==> config.mk <==
export PLATFORM = sky130hd
export DESIGN_NAME = stream_frame_sequencer
export DESIGN_NICKNAME = d
export VERILOG_FILES = /design/src/rtl/stream_frame_sequencer.sv
export SDC_FILE = /design/constraint.sdc
export NUM_CORES = 1
export LEC_CHECK = 0
export CAP_MARGIN = 10
export CORE_UTILIZATION = 43
export DETAILED_ROUTE_END_ITERATION = 7
export GPL_TIMING_DRIVEN = 0
export PLACE_DENSITY = 0.86
export SYNTH_ARGS = -nofsm -noshare
export SYNTH_HDL_FRONTEND = slang
export SYNTH_SLANG_ARGS = --single-unit
==> constraint.sdc <==
create_clock -name wb_clk_i -period 3.8 [get_ports wb_clk_i]
set_input_delay 0.57 -clock wb_clk_i [delete_from_list [all_inputs] [get_ports wb_clk_i]]
set_output_delay 0.57 -clock wb_clk_i [all_outputs]
set_load 0.01 [all_outputs]
==> src/rtl/stream_frame_sequencer.sv <==
// stream_frame_sequencer
//   Gates the sample stream from the IO pins into the spectrometer input,
//   cuts it into frames of programmable length (m_last), supports continuous
//   and single-shot capture, counts frames and raises a level interrupt.
//
// Ports
//   wb_clk_i / wb_rst_i          clock, synchronous active-high reset
//   wbs_*                        Wishbone classic slave (adr[3:2] decoded)
//                                  0x0 CTRL       [0] ENABLE [1] ONESHOT(W1S, reads 0)
//                                                 [2] IRQ_EN [3] DROP_IDLE
//                                  0x4 FRAME_LEN  [LEN_W-1:0] (0 behaves as 1)
//                                  0x8 STATUS     [0] BUSY [1] IRQ_PEND(W1C) [31:16] FRAME_CNT
//                                  0xC SAMPLE_CNT [LEN_W-1:0]
//   s_valid/s_data/s_ready       sample input from pins
//   m_valid/m_data/m_last/m_ready stream to spectrometer (zero latency)
//   irq                          IRQ_PEND & IRQ_EN
module stream_frame_sequencer #(
  parameter int DATA_W  = 8,
  parameter int LEN_W   = 10,
  parameter int LEN_RST = 512
) (
  input  logic              wb_clk_i,
  input  logic              wb_rst_i,
  input  logic              wbs_stb_i,
  input  logic              wbs_cyc_i,
  input  logic              wbs_we_i,
  input  logic [3:0]        wbs_sel_i,
  input  logic [31:0]       wbs_adr_i,
  input  logic [31:0]       wbs_dat_i,
  output logic              wbs_ack_o,
  output logic [31:0]       wbs_dat_o,
  input  logic              s_valid,
  input  logic [DATA_W-1:0] s_data,
  output logic              s_ready,
  output logic              m_valid,
  output logic [DATA_W-1:0] m_data,
  output logic              m_last,
  input  logic              m_ready,
  output logic              irq
);

  typedef enum logic [1:0] {IDLE, RUN, STOP} state_t;

  state_t           state, state_nxt;
  logic             ctrl_en, irq_en, drop_idle, single;
  logic [LEN_W-1:0] frame_len, len_shadow, len_eff, sample_cnt, cnt_nxt;
  logic [15:0]      frame_cnt;
  logic             irq_pend;
  logic             busy, beat, at_end, last_beat;
  logic [31:0]      wmask, rdata;

  // Register writes commit at the end of the ack cycle, so a CTRL write
  // becomes visible the cycle after ack.
  logic       wb_req, wb_wr;
  logic [1:0] reg_sel;
  logic       ctrl_wr, len_wr, stat_wr, start, en_off;

  assign wb_req  = wbs_cyc_i & wbs_stb_i;
  assign wb_wr   = wbs_ack_o & wb_req & wbs_we_i;
  assign reg_sel = wbs_adr_i[3:2];
  assign ctrl_wr = wb_wr & (reg_sel == 2'd0) & wbs_sel_i[0];
  assign len_wr  = wb_wr & (reg_sel == 2'd1);
  assign stat_wr = wb_wr & (reg_sel == 2'd2) & wbs_sel_i[0];
  assign start   = ctrl_wr & (wbs_dat_i[0] | wbs_dat_i[1]);
  // Only a falling ENABLE stops a run; single-shot runs have ENABLE=0.
  assign en_off  = ctrl_wr & ctrl_en & ~wbs_dat_i[0];

  always_comb begin
    for (int i = 0; i < 4; i++) wmask[8*i +: 8] = {8{wbs_sel_i[i]}};
  end

  // Datapath
  assign busy      = (state != IDLE);
  assign m_data    = s_data;
  assign m_valid   = s_valid & busy;
  assign s_ready   = busy ? m_ready : drop_idle;
  assign beat      = m_valid & m_ready;
  assign len_eff   = (len_shadow == '0) ? {{(LEN_W-1){1'b0}}, 1'b1} : len_shadow;
  assign at_end    = (sample_cnt == len_eff - 1'b1);
  assign m_last    = m_valid & at_end;
  assign last_beat = beat & at_end;
  assign irq       = irq_pend & irq_en;

  always_comb begin
    cnt_nxt = sample_cnt;
    if (last_beat)  cnt_nxt = '0;
    else if (beat)  cnt_nxt = sample_cnt + 1'b1;
  end

  // FSM next state
  always_comb begin
    state_nxt = state;
    case (state)
      IDLE: if (start) state_nxt = RUN;
      RUN: begin
        if (last_beat && single) state_nxt = IDLE;
        // Judge against the post-beat count so a coinciding last beat ends idle.
        else if (en_off)         state_nxt = (cnt_nxt == '0) ? IDLE : STOP;
      end
      STOP: if (last_beat) state_nxt = IDLE;
      default: state_nxt = IDLE;
    endcase
  end

  // Read mux
  always_comb begin
    rdata = '0;
    case (reg_sel)
      2'd0: begin
        rdata[0] = ctrl_en;
        rdata[2] = irq_en;
        rdata[3] = drop_idle;
      end
      2'd1: rdata[LEN_W-1:0] = frame_len;
      2'd2: begin
        rdata[0]     = busy;
        rdata[1]     = irq_pend;
        rdata[31:16] = frame_cnt;
      end
      default: rdata[LEN_W-1:0] = sample_cnt;
    endcase
  end

  always_ff @(posedge wb_clk_i) begin
    if (wb_rst_i) begin
      state      <= IDLE;
      wbs_ack_o  <= 1'b0;
      wbs_dat_o  <= '0;
      ctrl_en    <= 1'b0;
      irq_en     <= 1'b0;
      drop_idle  <= 1'b0;
      single     <= 1'b0;
      frame_len  <= LEN_W'(LEN_RST);
      len_shadow <= LEN_W'(LEN_RST);
      sample_cnt <= '0;
      frame_cnt  <= '0;
      irq_pend   <= 1'b0;
    end else begin
      state <= state_nxt;

      // One-cycle ack, never back-to-back; data only alongside ack.
      wbs_ack_o <= wb_req & ~wbs_ack_o;
      wbs_dat_o <= (wb_req & ~wbs_ack_o) ? rdata : '0;

      if (ctrl_wr) begin
        ctrl_en   <= wbs_dat_i[0];
        irq_en    <= wbs_dat_i[2];
        drop_idle <= wbs_dat_i[3];
      end
      if (state == IDLE && start) single <= ~wbs_dat_i[0];

      if (len_wr)
        frame_len <= (frame_len & ~wmask[LEN_W-1:0]) | (wbs_dat_i[LEN_W-1:0] & wmask[LEN_W-1:0]);

      sample_cnt <= cnt_nxt;
      // Shadow length only reloads between frames.
      if ((state == IDLE && sample_cnt == '0) || last_beat) len_shadow <= frame_len;

      if (last_beat) begin
        frame_cnt <= frame_cnt + 16'd1;
        irq_pend  <= 1'b1;
      end else if (stat_wr && wbs_dat_i[1]) begin
        irq_pend  <= 1'b0;
      end
    end
  end

  logic unused_bits;
  assign unused_bits = &{1'b0, wbs_adr_i[31:4], wbs_adr_i[1:0],
                         wbs_dat_i[31:LEN_W], wmask[31:LEN_W]};

endmodule

==> results.md, run 1 <==
* Initial antenna violation count at 0
* Layout cell share with drive strength beyond 1 at 12.1%
* Root Buffer: clkbuf_8
* Core area at 8810 um2
* Clock-pin slew on the worst setup and hold paths at 0.08 ns
* Global Route Usage Sum at roughly a fifth
* Worst Max-Slew Pin Slew at 0.721 ns
* Yosys warnings at 0
* I/O pin cnt at between 100 and 150
* Avg WL per Cell at 15.7 um
* Global-route wire length before repair at around 16,000 um
* Placed Area at 4660 um2
* Critical path peak fanout at 9
* Register area at 1600 um2
* Largest delay share family, worst path: simple AND/OR/NAND/NOR gates
* CTS HTree Levels at 3
* Type of the worst min-delay path: reg2reg
* Min cycle time layout at 3.62 ns
* Setup crit start kind: register
* Final Instance Area at 4970 um2
* Failing checks: design-rule violations
* Synthesized area at about 3900 um2
* GRT met3 Usage at under 10%
* Max-slew violations at 0
* Synth Register Bits at 80
* Share of synthesized registers carrying an async set or reset at 0%
* Drt via density at 5.76
* Leakage power at 1.97 nW
* Layout Nets at 617
* First-iteration detailed-routing DRC count at 262
* CP required at 3.23 ns
* Register area share after synthesis at 40.6%
* CTS tree: built
* Met1 Use GR at 24.8%
* Data arrival time of the worst path at 3.05 ns
* PwrDens at 330 nW/um2
* DR DRC count at 10
* CTS max path bufs at 2
* DP Cell Count at 623
* Area of the multi-input gates at between 2000 and 2500 um2
* Vias in the first global route at 3,461
* Final WS setup at 0.184 ns
* FP Rows at 34
* Routing usage on met2 at 37.4%
* Largest net degree at the start of global routing at 19
* Final wirelength at 10,100 um
* Max Cap Viol at 0
* Fill cell count at 772
* Most common cell after layout, fill and taps aside: dfxtp_1
* Busiest grt layer: met2
* Clk sink count at 80
* Worst slew margin at a little over 50%
* Crit Path Class: reg2out
* Synthesized area per cell at 8.70 um2
* Post-Place Worst Slack at -0.762 ns
* Starting Density at 44.7%
* Outcome: finished with violations
* Top FF cell, synth: dfxtp_1
* Port buffer count at 57
* Final GP Congestion at between 0.9 and 1
* Number of synthesized flops with an enable pin at 0
* Final Hold Vio Count at 0
* Fmax at about 280 MHz
* DR vias at 3,701
* Post-route ant nets at 0
* Peak VDD IR at about 0.20 mV
* Area grow syn2layout at 26.0%
* CP cell instances: buf_4 > or3_4 > nor4_4 > nor2_1 > ha_2 > and2_4 > o21a_1 > o31ai_4 > nor3b_4 > nand4_4 > inv_2 > clkbuf_2
* Worst Path Buf+Inv at 3
* Worst-Skew Late Latency at 0.36 ns
* DIE HEIGHT at a little under 100 um
* Mapped Cells at 453
* Final setup vio count at 0
* Die width at 97.7 um
* Antenna Cells at 0
* Count of cell types in the netlist at 57
* CTS Buf Count at 9
* RSZ-0062 raised after global routing: no
* CP peak stage delay at about 0.42 ns
* Slowest cell on the critical path: or3_4
* Die area at 9550 um2
* Finished Layout Cells at 643
* Drt first pass iters at 7
* Commonest cells after routing, fill and taps aside: dfxtp_1 (79), clkdlybuf4s50_1 (56), nor2_1 (43), a21oi_1 (28), nand2_1 (25)
* Clock Skew at 0.00855 ns
* Critical Path Sink Type: primary output
* GRT overflow at 0
* Crit share post-route at 95.2%
* DPL Wire Length at 7290 um
-- per-layer routing --
metal  part of all wire [%]  wire [um]
met1                     42       4240
met2                     50       5090
met3                    5.4        541
met4                    2.2        227
met5                      0          0
-- worst register-to-register path, delay by kind of cell (launching register included) --
kind | cells | cell delay (ns)
and+or+nand+nor | 6 | 1.67
AOI/OAI and AO/OA | 4 | 0.86
buffers and inverters | 3 | 0.42
DFF | 1 | 0.30
adders and majority gates | 1 | 0.21
-- synthesized netlist by cell type (2+ instances only) --
library cell | n | area (um2)
a22oi_1 | 3 | 22.5
xnor2_1 | 8 | 70.1
or3_1 | 4 | 25.0
mux2i_1 | 22 | 220
and4_1 | 4 | 35.0
o21ai_0 | 15 | 75.1
nor2_1 | 43 | 161
or4_1 | 9 | 67.6
and3_1 | 22 | 138
nand2_1 | 25 | 93.8
xor2_1 | 10 | 87.6
mux2_2 | 5 | 56.3
o31ai_1 | 10 | 75.1
buf_4 | 15 | 113
dfxtp_1 | 80 | 1600
a21oi_1 | 28 | 140
o211a_1 | 2 | 20.0
or2_2 | 4 | 25.0
inv_1 | 10 | 37.5
nor3_1 | 20 | 100
nor3b_1 | 2 | 15.0
o21a_1 | 3 | 22.5
nor4_1 | 3 | 18.8
buf_2 | 2 | 10.0
o311ai_0 | 2 | 17.5
o211ai_1 | 2 | 15.0
nand4_1 | 11 | 68.8
ha_1 | 4 | 50.1
nor2b_1 | 9 | 56.3
a211oi_1 | 3 | 22.5
nand3_1 | 19 | 95.1
o41ai_1 | 2 | 17.5
and2_1 | 5 | 31.3
a31oi_1 | 3 | 18.8
clkbuf_1 | 22 | 82.6
-- power breakdown --
part / switching [mW] / internal [mW]
Sequential: 0.000643 / 0.838
Combinational: 0.0422 / 0.0423
Clock: 0.323 / 0.394
Total: 0.366 / 1.27
-- final timing paths --
check                startpoint            end  slack [ns]  cells after the start
hold reg to reg          single       state[0]        0.48                      1
setup / recovery  len_shadow[3]         m_last        0.18                     12
hold / removal           single       state[0]        0.48                      1
setup reg to reg  len_shadow[3]  len_shadow[2]        0.25                     14
-- area by class of cell --
cell class / count / share of cell area, %
plain buffers: 39 / 4.31
clock buffers: 11 / 2.85
clock inverters: 5 / 1.74
inverters: 10 / 0.756
multi-input cells: 327 / 43.1
flip-flops and latches: 80 / 32.3
well taps: 108 / 2.72
repair buffers: 63 / 12.3
-- repair_timing --
action | 4_1_cts | 5_1_grt
setup endpoints to repair | 18 | 4
buffers inserted | 3 | 3
pin swaps | 2 | 5
gates resized for setup | 8 | 6
hold buffers | 0 | 0
hold endpoints to repair | 0 | 0
-- metrics by stage --
| step | power, mW | util [%] | hold WS, ns | setup TNS, ns |
|---|---|---|---|---|
| CTS | 1.65 | 56.2 | 0.469 | 0 |
| finish | 1.64 | 56.4 | 0.483 | 0 |
| detailed placement | 0.942 | 53.0 | 0.446 | -1.58 |
| global placement | 0.940 | 53.0 | 0.433 | -0.617 |
| floorplan | 0.899 | - | 0.415 | 0 |
| global route | 1.69 | 56.4 | 0.506 | 0 |
-- cell families (layout without fill, tap and decap cells) --
| family | Yosys count | after routing | share of synthesized area [%] |
|---|---|---|---|
| simple gates | 188 | 188 | 26.1 |
| compound gates | 82 | 82 | 13.4 |
| flops | 80 | 80 | 40.6 |
| buf+inv | 51 | 128 | 6.54 |
| mux | 29 | 29 | 7.88 |
| xor+xnor | 18 | 18 | 4.00 |
| fa+ha+maj | 4 | 4 | 1.27 |
| other cells | 1 | 6 | 0.0952 |
(Power assumes the default switching activity.)
==> inputs of run 2 (changes only) <==
- CORE_UTILIZATION: 43 -> 46
- PLACE_DENSITY: 0.86 -> 0.91
==> results.md, run 2 (synthesis gave the netlist of run 1 again) <==
* Outcome: complete, no violations (was finished with violations)
* Max Cap Viol at 0 (unchanged)
* Post-route ant nets at 0 (unchanged)
* Global Route Usage Sum at 24.4% (was 21.4%)
* Data arrival time of the worst path at 3.11 ns (was 3.05 ns)
* DIE HEIGHT at 94.6 um (was 97.7 um)
* Layout Nets at 616 (was 617)
* Core area at 8260 um2 (was 8810 um2)
* DPL Wire Length at 7620 um (was 7290 um)
* PwrDens at 313 nW/um2 (was 330 nW/um2)
* CTS Hold Buffers Added at 0 (unchanged)
* Final GP Congestion at 0.927 (was 0.907)
* Worst slew margin at 55.2% (was 52.0%)
* Clk sink count at 80 (unchanged)
* Clock Skew at 0.00783 ns (was 0.00855 ns)
* Starting Density at 47.7% (was 44.7%)
* Critical path peak fanout at 9 (unchanged)
* Clock-pin slew on the worst setup and hold paths at 0.08 ns (about the same)
* DR DRC count at 0 (was 10)
* CTS max path bufs at 2 (unchanged)
* CTS HTree Levels at 3 (unchanged)
* CTS Buf Count at 9 (unchanged)
* Area grow syn2layout at 24.4% (was 26.0%)
* Port buffer count at 57 (unchanged)
* Die area at 8940 um2 (was 9550 um2)
* Critical Path Sink Type: primary output (unchanged)
* Final WS setup at 0.122 ns (was 0.184 ns)
* Post-Place Worst Slack at -0.757 ns (was -0.762 ns)
* Worst Max-Slew Pin Slew at 0.672 ns (was 0.721 ns)
* Largest net degree at the start of global routing at 19 (unchanged)
* Layout cell share with drive strength beyond 1 at 11.1% (was 12.1%)
* Final Hold Vio Count at 0 (unchanged)
* First-iteration detailed-routing DRC count at 341 (was 262)
* Final core utilization at 59.4% (was 56.4%)
* Peak VDD IR at 0.202 mV (about the same)
* I/O pin cnt at 128 (unchanged)
* CTS tree: built (unchanged)
* Fill cell count at 709 (was 772)
* Global-route wire length before repair at 17,100 um (was 16,300 um)
* Avg WL per Cell at 16.5 um (was 15.7 um)
* Die width at 94.6 um (was 97.7 um)
* Drt via density at 5.99 (was 5.76)
* Commonest cells after routing, fill and taps aside: dfxtp_1 (79), clkdlybuf4s50_1 (56), nor2_1 (43), a21oi_1 (28), nand2_1 (25) (unchanged)
* GRT overflow at 0 (unchanged)
* Leakage power at 1.94 nW (was 1.97 nW)
* Min cycle time layout at 3.68 ns (was 3.62 ns)
* Fmax at 272 MHz (was 277 MHz)
* Type of the worst min-delay path: reg2reg (unchanged)
* Crit Path Class: reg2out (unchanged)
* Setup crit start kind: register (unchanged)
* Antenna Cells at 0 (unchanged)
* Max-slew violations at 0 (unchanged)
* DR vias at 3,815 (was 3,701)
* Drt first pass iters at 5 (was 7)
* Crit share post-route at 96.8% (was 95.2%)
* Most common cell after layout, fill and taps aside: dfxtp_1 (unchanged)
* Worst-Skew Late Latency at 0.35 ns (was 0.36 ns)
* Final wirelength at 10,500 um (was 10,100 um)
* Initial antenna violation count at 0 (unchanged)
* CP required at 3.23 ns (about the same)
* Final setup vio count at 0 (unchanged)
* Vias in the first global route at 3,710 (was 3,461)
* Root Buffer: clkbuf_8 (unchanged)
* FP Rows at 33 (was 34)
## run 2: stage by stage
step	power (mW)	setup TNS (ns)	std cells	hold slack (ns)	area (um2)
after floorplan	0.899	0	458	0.415	3960
after global placement	0.940	-0.641	620	0.432	4660
after detailed placement	0.942	-1.36	620	0.447	4660
after CTS	1.54	0	635	0.471	4890
after global routing	1.58	-0.000705	637	0.482	4900
final	1.53	0	637	0.462	4900
## run 2: worst paths after layout
kind                 startpoint      endpoint  slack, ns  depth (start not counted)
setup / recovery  len_shadow[3]        m_last       0.12                         12
hold / removal           single      state[0]       0.46                          1
setup reg to reg  len_shadow[3]  frame_cnt[5]       0.29                         13
hold reg to reg          single      state[0]       0.46                          1
## run 2: power by group
part	switching [mW]	internal, mW	total [mW]	leakage [nW]
Clock	0.312	0.297	0.609	0.0876
Combinational	0.0427	0.0422	0.0849	1.20
Sequential	0.000674	0.838	0.839	0.645
## run 2: critical path: stages, from the launching register on
cell and delay, ns:
dfxtp_1 0.30, buf_4 0.16, or3_4 0.41, nor4_4 0.25
nor2_1 0.07, ha_2 0.22, and2_1 0.19, o21a_1 0.22
o31ai_4 0.27, nor3b_4 0.30, nand4_4 0.14, inv_1 0.09
clkbuf_2 0.13
## run 2: layout make-up
class | count | area [um2] | area share [%]
buffer | 40 | 216 | 4.42
clock buffer | 9 | 124 | 2.53
clock inverter | 5 | 58.8 | 1.20
inverter | 10 | 37.5 | 0.766
multi-input combinational | 327 | 2140 | 43.6
sequential | 80 | 1600 | 32.7
tap | 105 | 131 | 2.68
timing repair buffer | 61 | 596 | 12.1
## run 2: repair_timing
| item | 4_1_cts | 5_1_grt |
|---|---|---|
| endpoints found under the setup margin | 13 | 1 |
| gates cloned | 0 | 0 |
| resized for setup | 8 | 2 |
| buffers inserted | 2 | 2 |
| pin swaps | 3 | 3 |
## run 2: per-layer routing
layer / global-route usage, % / vias up / routed length, um
met2: 43.0 / 219 / 5300
met3: 5.39 / 39 / 778
met4: 11.7 / 0 / 340
li1: - / 1767 / -
met5: 0 / - / 0
met1: 27.7 / 1790 / 4060
